--- src/rtl/layer_fetch_seq.sv ---
// Layer fetch sequencer: walks a frame in raster order, reads every enabled layer
// per pixel from the layer RAM and queues tagged words for the blend stage.
module layer_fetch_seq #(
  parameter int NUM_LAYERS = 8,
  parameter int SCREEN_W   = 320,
  parameter int SCREEN_H   = 240,
  parameter int FIFO_DEPTH = 4
) (
  input  logic                  clk,
  input  logic                  rst,
  input  logic                  start,
  input  logic [NUM_LAYERS-1:0] layer_enable,
  input  logic                  cfg_we,
  input  logic [5:0]            cfg_slot,
  input  logic [7:0]            cfg_layerId,
  input  logic [9:0]            cfg_width,
  output logic                  busy,
  output logic                  frame_done,
  output logic                  pipe_read_en,
  output logic [5:0]            pipe_layer,
  output logic [7:0]            pipe_layerId,
  output logic [23:0]           pipe_addr_bytes,
  input  logic                  ram_rdy,
  input  logic [15:0]           ram_read_data,
  output logic                  out_valid,
  input  logic                  out_ready,
  output logic [15:0]           out_data,
  output logic [5:0]            out_slot,
  output logic [9:0]            out_x,
  output logic [8:0]            out_y,
  output logic                  out_last
);

  localparam int SW = (NUM_LAYERS > 1) ? $clog2(NUM_LAYERS) : 1;
  localparam int PW = (FIFO_DEPTH > 1) ? $clog2(FIFO_DEPTH) : 1;
  localparam int EW = 16 + 6 + 10 + 9 + 1;

  typedef enum logic [2:0] {IDLE, ISSUE, WAIT_BUSY, WAIT_DATA, NEXT} state_t;

  state_t                state;
  logic [NUM_LAYERS-1:0] en;
  logic [5:0]            slot;
  logic [9:0]            x;
  logic [8:0]            y;
  logic [7:0]            tbl_id    [NUM_LAYERS];
  logic [9:0]            tbl_width [NUM_LAYERS];
  logic [SW-1:0]         si;

  logic                  hi_found;
  logic [5:0]            hi_slot, low_slot, start_slot;

  logic [EW-1:0]         mem [FIFO_DEPTH];
  logic [PW-1:0]         wr_ptr, rd_ptr;
  logic [PW:0]           count;
  logic                  full, push, pop;

  assign si              = slot[SW-1:0];
  assign busy            = (state != IDLE);
  assign pipe_layer      = slot;
  assign pipe_layerId    = tbl_id[si];
  assign pipe_addr_bytes = ((24'(y) * 24'(tbl_width[si])) + 24'(x)) << 1;
  assign full            = (count == (PW+1)'(FIFO_DEPTH));
  assign pipe_read_en    = (state == ISSUE) && ram_rdy && !full;
  assign push            = (state == WAIT_DATA) && ram_rdy;
  assign out_valid       = (count != '0);
  assign pop             = out_valid && out_ready;
  assign {out_data, out_slot, out_x, out_y, out_last} = mem[rd_ptr];

  // Descending scan so the last hit is the lowest qualifying slot.
  always_comb begin
    hi_found   = 1'b0;
    hi_slot    = slot;
    low_slot   = '0;
    start_slot = '0;
    for (int i = NUM_LAYERS - 1; i >= 0; i--) begin
      if (en[i] && (i > int'(slot))) begin
        hi_found = 1'b1;
        hi_slot  = 6'(i);
      end
      if (en[i])           low_slot   = 6'(i);
      if (layer_enable[i]) start_slot = 6'(i);
    end
  end

  always_ff @(posedge clk) begin
    if (rst) begin
      for (int i = 0; i < NUM_LAYERS; i++) begin
        tbl_id[i]    <= '0;
        tbl_width[i] <= '0;
      end
    end else if (cfg_we && !busy && ({26'd0, cfg_slot} < NUM_LAYERS)) begin
      tbl_id[cfg_slot[SW-1:0]]    <= cfg_layerId;
      tbl_width[cfg_slot[SW-1:0]] <= cfg_width;
    end
  end

  always_ff @(posedge clk) begin
    if (rst) begin
      state      <= IDLE;
      en         <= '0;
      slot       <= '0;
      x          <= '0;
      y          <= '0;
      frame_done <= 1'b0;
    end else begin
      frame_done <= 1'b0;
      case (state)
        IDLE: begin
          if (start) begin
            en   <= layer_enable;
            x    <= '0;
            y    <= '0;
            slot <= start_slot;
            if (layer_enable == '0) frame_done <= 1'b1;
            else                    state      <= ISSUE;
          end
        end
        ISSUE:     if (pipe_read_en) state <= WAIT_BUSY;
        WAIT_BUSY: if (!ram_rdy)     state <= WAIT_DATA;
        WAIT_DATA: if (ram_rdy)      state <= NEXT;
        NEXT: begin
          state <= ISSUE;
          if (hi_found) begin
            slot <= hi_slot;
          end else begin
            slot <= low_slot;
            if (x == 10'(SCREEN_W - 1)) begin
              x <= '0;
              if (y == 9'(SCREEN_H - 1)) begin
                state      <= IDLE;
                frame_done <= 1'b1;
              end else begin
                y <= y + 1'b1;
              end
            end else begin
              x <= x + 1'b1;
            end
          end
        end
        default: state <= IDLE;
      endcase
    end
  end

  // Word storage needs no reset; validity lives in count.
  always_ff @(posedge clk) begin
    if (push) mem[wr_ptr] <= {ram_read_data, slot, x, y, !hi_found};
  end

  always_ff @(posedge clk) begin
    if (rst) begin
      wr_ptr <= '0;
      rd_ptr <= '0;
      count  <= '0;
    end else begin
      if (push) wr_ptr <= wr_ptr + 1'b1;
      if (pop)  rd_ptr <= rd_ptr + 1'b1;
      case ({push, pop})
        2'b10:   count <= count + 1'b1;
        2'b01:   count <= count - 1'b1;
        default: count <= count;
      endcase
    end
  end

endmodule

--- config.mk ---
export PLATFORM = sky130hd
export DESIGN_NAME = layer_fetch_seq
export DESIGN_NICKNAME = d
export VERILOG_FILES = /design/src/rtl/layer_fetch_seq.sv
export SDC_FILE = /design/constraint.sdc
export NUM_CORES = 1
export LEC_CHECK = 0
export ABC_AREA = 1
export ABC_CLOCK_PERIOD_IN_PS = 12700
export BUFFER_PORTS_ARGS = -buffer_cell sky130_fd_sc_hd__buf_2
export CAP_MARGIN = 20
export CORE_MARGIN = 2
export CORE_UTILIZATION = 55
export CTS_CLUSTER_DIAMETER = 30
export DETAILED_ROUTE_END_ITERATION = 10
export PLACE_DENSITY_LB_ADDON = 0.2
export REMOVE_ABC_BUFFERS = 1
export SYNTH_ARGS = -nofsm -noshare
export SYNTH_HDL_FRONTEND = slang
export SYNTH_SLANG_ARGS = --single-unit
--- constraint.sdc ---
create_clock -name clk -period 12.7 [get_ports clk]
set_clock_uncertainty 0.05 [all_clocks]
set_input_delay 1.27 -clock clk [delete_from_list [all_inputs] [get_ports clk]]
set_output_delay 1.27 -clock clk [all_outputs]
set_load 0.01 [all_outputs]
==> results of run 1 <==
==> sequential cells by signal, summed over array words and instances (netlist names), named ones only <==
name        cells
tbl_width      80
wr_ptr          2
x              10
y               9
state           3
en              8
tbl_id         64
count           3
mem           156
pipe_layer      3
rd_ptr          2
frame_done      1
==> area by class of cell <==
| class | count | area [um2] | share of cell area (%) |
|---|---|---|---|
| flip-flops and latches | 346 | 9930 | 46.9 |
| well taps | 442 | 553 | 2.61 |
| clock buffers | 70 | 1540 | 7.27 |
| clock inverters | 39 | 469 | 2.22 |
| multi-input cells | 1211 | 7230 | 34.2 |
| repair buffers | 140 | 753 | 3.56 |
| inverters | 180 | 683 | 3.23 |
==> cell families (layout without fill, tap and decap cells) <==
kind of cell,after synthesis,after routing,synth area share [%]
compound gates,327,327,10.1
xor+xnor,21,21,1.01
fa+ha+maj,129,129,11.5
buf+inv,264,429,6.26
flops,346,346,54.4
other cells,1,10,0.0206
simple gates,724,724,16.7
==> layout by cell type (no fill, tap or decap), types with 10 or more instances in the layout <==
cell type,synthesis,routed
o221ai_1,20,20
inv_1,165,164
dfxtp_1,46,44
conb_1,1,10
nand3_1,46,46
nor2_1,442,438
buf_4,12,11
buf_2,12,127
nand2_1,183,183
fa_1,65,65
a21oi_1,52,52
nand4_1,17,17
o22ai_1,47,47
a31oi_1,13,13
xor2_1,16,16
edfxtp_1,300,300
clkbuf_16,0,59
o21ai_0,182,182
ha_1,64,64
inv_6,0,12
==> critical path, delay by kind of cell (launching register included) <==
family          cells  cell delay, ns
buf+inv             8            1.45
flops               1            0.64
simple gates        8            0.96
fa+ha+maj           6            2.91
compound gates      1            0.29
xor+xnor            1            0.14
==> through the flow <==
stage | utilization (%) | area (um2)
floorplan | - | 17800
global placement | 58.6 | 19100
finish | 64.9 | 21200
detailed placement | 58.6 | 19100
CTS | 64.8 | 21100
global route | 64.9 | 21200
==> routing by layer <==
metal / vias to the layer above / share of wire [%] / GRT usage (%)
met5: - / 0 / 0
met3: 86 / 6.4 / 3.70
met1: 6557 / 41 / 31.2
li1: 6400 / - / -
met4: 0 / 2.5 / 8.82
met2: 482 / 50 / 44.8
==> how the worst min path moves through the flow <==
stage	startpoint	endpoint	slack (ns)	cells past startpoint
3_3_place_gp	rd_ptr[1]	flip-flop	0.40	2
3_5_place_dp	rd_ptr[0]	flip-flop	0.41	1
5_1_grt	rd_ptr[1]	flip-flop	0.46	2
2_1_floorplan	rd_ptr[1]	flip-flop	0.39	2
6_report	rd_ptr[0]	rd_ptr[0]	0.43	1
4_1_cts	rd_ptr[0]	rd_ptr[0]	0.43	1
==> power breakdown <==
part	switching, mW	internal (mW)	leakage [nW]
registers	0.0509	1.29	3.38
logic	0.550	0.248	4.80
clock network	0.542	1.03	0.960
==> flow_metrics.tcl, run 1 <==
set metrics [dict create \
    result_of_the_run "finished clean" \
    timing.max_slew.rel_slack_pct 30.0 \
    ir_drop_mv 0.133 \
    clock_path_buffers 3 \
    die_h_um 186 \
    rsz0062_at_grt "false" \
    r2r_slack_ns 10.07 \
    cts_root_buffer "clkbuf_16" \
    final_layout_size_suffix_gt1_share_pct 14.0 \
    mappedNetlistArea_um2 18200 \
    num_rows 66 \
    grt_antenna_before_repair 0 \
    finalSetupViolations 0 \
    report.power.total_mw 3.72 \
    drt_iter0_markers 1259 \
    hold_viol 0 \
    timing.critical_path.arrival_ns 6.98 \
    leakagePower_nw 9.14 \
    setup_tns_ns 0 \
    dpl.hpwl_mm 27.1 \
    timing.hold.worst.class "flip-flop to flip-flop" \
    worstRegToRegCells 7 \
    dp_worst_setup_slack_ns 4.79 \
    htree_num_levels 2 \
    vias 13500 \
    cp_data_required_time_ns 11.38 \
    crit_path_start_kind "flip-flop" \
    yosysSeqAreaShare_pct 54.4 \
    initial_utilization_pct 55.9 \
    drt_pre_antenna_iters 6 \
    regToRegEndpoint "tbl_id[0][6]" \
    fmax_ghz 0.121 \
    final.hold.worst_slack_ns 0.428 \
    cts_setup_buffers 0 \
    globalRouteOverflowTotal 0 \
    synth_async_sr_flop_share_pct 0 \
    cp_cell_sequence "clkinv_1 > o221ai_1 > nand2_1 > inv_1 > nand2_1 > fa_1 > inv_1 > fa_1 > inv_1 > fa_1 > inv_1 > fa_1 > inv_1 > fa_1 > inv_1 > ha_1 > nand2_1 > nor2_1 > nand2_1 > nand2_1 > nand2_1 > nand3_1 > xor2_1 > buf_2" \
    dp_cells 2317 \
    cts_sinks 346 \
    post-synth-top-area-cell "edfxtp_1" \
    grt_max_degree 80 \
    avgRoutedWirePerCell_um 17.5 \
    drcViolationCount 0 \
    synth_most_common_cell "nor2_1" \
    tightestPinTransition_ns 1.05 \
    place.gp.congestion 0.889 \
    power_density_nw_per_um2 176 \
    wl_mm 42.5 \
    die-width_um 186 \
    total_die_area_um2 34600 \
    worst_path_largest_cell_delay_ns 0.87 \
    diodes 0 \
    yosysWarnings 0 \
    finalCritPeriodShare_pct 65.3 \
    r2r-start "state[0]" \
    finalNonFillerCells 2428 \
    synth.area.top_cells "edfxtp_1, nor2_1, fa_1, dfxtp_1, o21ai_0" \
    avgSynthCellArea_um2 10.1 \
    cp_max_fo 26 \
    wire_length_of_the_first_global_routing_pass_mm 67.7 \
    cts_buffers 59 \
    synth.lib_cells_used.distinct 45 \
    synth.top_cells.by_count "nor2_1, edfxtp_1, nand2_1" \
    worst_skew_pair.late_latency_ns 0.57 \
    synthesis.instances 1812 \
    fp.coreArea_um2 32600 \
    fin_ws_ns 4.40 \
    postSynthRegisterBits 346 \
    post_synthesis_to_final_layout_area_growth_pct 16.0 \
    layout.filler_cells 2566 \
    cts_tree "built" \
    ys_dominant_reg_cell "edfxtp_1" \
    cts_repair_resize_count 0 \
    period_needed_ns 8.30 \
    criticalPathCategory "flip-flop to primary output" \
    maxCapViolations 0 \
    cts.clk_slew.worst_paths_ns 0.05 \
    worstSetupEndpoint "pipe_addr_bytes[20]" \
    port_buffers 127 \
    post_drt_via_cell_ratio 5.57 \
    postRouteAntennaNets 0 \
    synthDominantCellAreaShare_pct 49.4 \
    synth-edff-count 300 \
    count_of_pins_on_the_block_boundary 138 \
    end_kind "primary output" \
    crit_slowest_cell "clkinv_1" \
    nNetsFinal 2121 \
    first_global_vias 13600 \
    grt_usage_pct 25.1 \
    cts_hold_repair.buffers 0 \
    timing_max_transition_violations_final 0 \
]
Note: power is estimated with default switching activity, not from simulation.
==> run 2: changes to the inputs <==
--- a/config.mk
+++ b/config.mk
@@ -6,7 +6,7 @@
 export NUM_CORES = 1
 export LEC_CHECK = 0
 export ABC_AREA = 1
-export ABC_CLOCK_PERIOD_IN_PS = 12700
+export ABC_CLOCK_PERIOD_IN_PS = 7600
 export BUFFER_PORTS_ARGS = -buffer_cell sky130_fd_sc_hd__buf_2
 export CAP_MARGIN = 20
 export CORE_MARGIN = 2
==> constraint.sdc (replaced) <==
create_clock -name clk -period 7.6 [get_ports clk]
set_clock_uncertainty 0.05 [all_clocks]
set_input_delay 0.76 -clock clk [delete_from_list [all_inputs] [get_ports clk]]
set_output_delay 0.76 -clock clk [all_outputs]
set_load 0.01 [all_outputs]
==> run 2 against run 1 <==
Compared with the run above: register-to-register slack got worse by 5.1 ns; critical path depth unchanged; non-clock buffer count increased by 4; total power increased by 78%; global-route usage increased by 0.33 points.
==> flow_metrics.tcl, run 2 (synthesized netlist as in run 1, its figures left out) <==
set metrics [dict create \
    num_rows 66 \
    largest-register "mem" \
    vias 13700 \
    final_layout_size_suffix_gt1_share_pct 15.2 \
    timing.hold.worst.class "input pin to flip-flop" \
    dp_cells 2323 \
    worst_skew_pair.late_latency_ns 0.56 \
    power_frac_comb_pct 20.3 \
    layout_commonest_cell "nor2_1" \
    post_drt_via_cell_ratio 5.60 \
    layout.filler_cells 2514 \
    fp.coreArea_um2 32600 \
    wire_length_of_the_first_global_routing_pass_mm 68.7 \
    end_kind "primary output" \
    cts.clk_slew.worst_paths_ns 0.05 \
    r2r-start "state[0]" \
    drt_iter0_markers 1335 \
    clock_path_buffers 3 \
    final.hold.worst_slack_ns 0.360 \
    result_of_the_run "finished clean" \
    die-width_um 186 \
    net-switching-power_mw 2.05 \
    nNetsFinal 2135 \
    finalCritPeriodShare_pct 94.1 \
    timing_max_transition_violations_final 0 \
    largest_reg_flops 156 \
    period_needed_ns 7.15 \
    cts_root_buffer "clkbuf_16" \
    leakagePower_nw 9.34 \
    postRouteAntennaNets 0 \
    r2r_slack_ns 4.96 \
    diodes 0 \
    timing.max_slew.rel_slack_pct 27.1 \
    globalRouteOverflowTotal 0 \
    grt_antenna_before_repair 0 \
    hold_viol 0 \
    drcViolationCount 0 \
    cts_repair_resize_count 0 \
    first_global_vias 13600 \
    avgRoutedWirePerCell_um 17.5 \
    total_die_area_um2 34600 \
    regToRegEndpoint "tbl_id[2][5]" \
    worstRegToRegCells 7 \
    cp_max_fo 72 \
    grt_max_degree 80 \
    place.gp.congestion 0.891 \
    worstSetupEndpoint "pipe_addr_bytes[13]" \
    cp_data_required_time_ns 6.79 \
    tightestPinTransition_ns 1.09 \
    criticalPathCategory "flip-flop to primary output" \
    cts_setup_buffers 0 \
    setup_tns_ns 0 \
    port_buffers 127 \
    drt_pre_antenna_iters 6 \
    ir_drop_mv 0.197 \
    power_density_nw_per_um2 307 \
    count_of_pins_on_the_block_boundary 138 \
    post_synthesis_to_final_layout_area_growth_pct 18.2 \
    final_cell_mix "nor2_1, edfxtp_1, nand2_1" \
    cell_internal_pwr_mw 4.57 \
    registers_with_the_most_flip_flops "mem: 156 flops, tbl_width: 80 flops, tbl_id: 64 flops" \
    finalSetupViolations 0 \
    maxCapViolations 0 \
    die_h_um 186 \
    cts_sinks 346 \
    cts_tree "built" \
    seq_power_share_pct 34.1 \
    dpl.hpwl_mm 26.9 \
    cts_buffers 69 \
    crit_path_start_kind "flip-flop" \
    wl_mm 43.0 \
    cts_hold_repair.buffers 0 \
    grt_usage_pct 25.4 \
    htree_num_levels 3 \
    initial_utilization_pct 55.9 \
    timing.critical_path.arrival_ns 6.34 \
    fmax_ghz 0.140 \
    finalNonFillerCells 2451 \
    power.switching_fraction_pct 31.0 \
    pwr-share-clk_pct 45.6 \
]
-- run 2: cell types whose count changed in the layout (fill, tap and decap cells not counted), sizes merged --
cell    delta
bufinv     -1
buf        +4
inv        -5
clkbuf    +10
clkinv    +15
-- run 2: worst min-delay path by stage --
stage,slack [ns],from,to,cells past startpoint
2_1_floorplan,0.39,rd_ptr[1],flip-flop,2
3_3_place_gp,0.40,rd_ptr[0],flip-flop,1
3_5_place_dp,0.42,rd_ptr[0],flip-flop,1
4_1_cts,0.35,ram_read_data[2],mem[3][28],1
5_1_grt,0.36,ram_read_data[12],mem[1][38],1
6_report,0.36,ram_read_data[2],mem[3][28],1
-- run 2: metal layers --
layer / vias up / routed length, um / track usage, % / share of wire [%]
li1: 6439 / - / - / -
met1: 6658 / 17600 / 31.4 / 41
met2: 526 / 21600 / 45.1 / 50
met3: 107 / 2810 / 4.44 / 6.5
met4: 0 / 1070 / 8.98 / 2.5
met5: - / 0 / 0 / 0
-- run 2: critical path, stage by stage, from the launching register on --
cell and delay (ns):
dfxtp_2 0.36, buf_8 0.37, o21ai_0 0.16, o221ai_1 0.24
nand2_1 0.26, inv_2 0.15, nand2_1 0.08, fa_1 0.52
inv_1 0.05, fa_1 0.44, ha_1 0.32, fa_1 0.54
inv_1 0.06, fa_1 0.51, inv_1 0.05, ha_1 0.41
nand2_1 0.09, o21ai_0 0.32, nor2_1 0.13, o21bai_1 0.26
nand2_1 0.11, nand3_1 0.09, nand2_1 0.05, nand2_1 0.06
buf_2 0.13
-- run 2: area by class of cell --
class	count	area [um2]	share of cell area [%]
Clock inverter	48	551	2.55
Clock buffer	80	1820	8.44
Sequential cell	346	9930	46.1
Tap cell	442	553	2.57
Multi-Input combinational cell	1211	7230	33.6
Timing Repair Buffer	144	774	3.59
Inverter	180	689	3.20
-- run 2: power by group through the flow --
stage / registers, mW / logic (mW) / clock network (mW)
after detailed placement: 2.29 / 1.32 / 0
after global placement: 2.28 / 1.30 / 0
after floorplan: 2.30 / 0.841 / 0
after CTS: 2.25 / 1.34 / 3.04
final: 2.26 / 1.35 / 3.02
after global routing: 2.26 / 1.51 / 3.14
-- run 2: through the flow --
step	util [%]	area [um2]	power, mW	setup slack, ns
6_report	66.1	21600	6.62	0.449
5_1_grt	66.1	21600	6.91	-0.000790
3_5_place_dp	58.7	19200	3.61	0.903
4_1_cts	66.0	21500	6.63	0.282
3_3_place_gp	58.7	19200	3.58	0.924
2_1_floorplan	-	17800	3.14	0.249
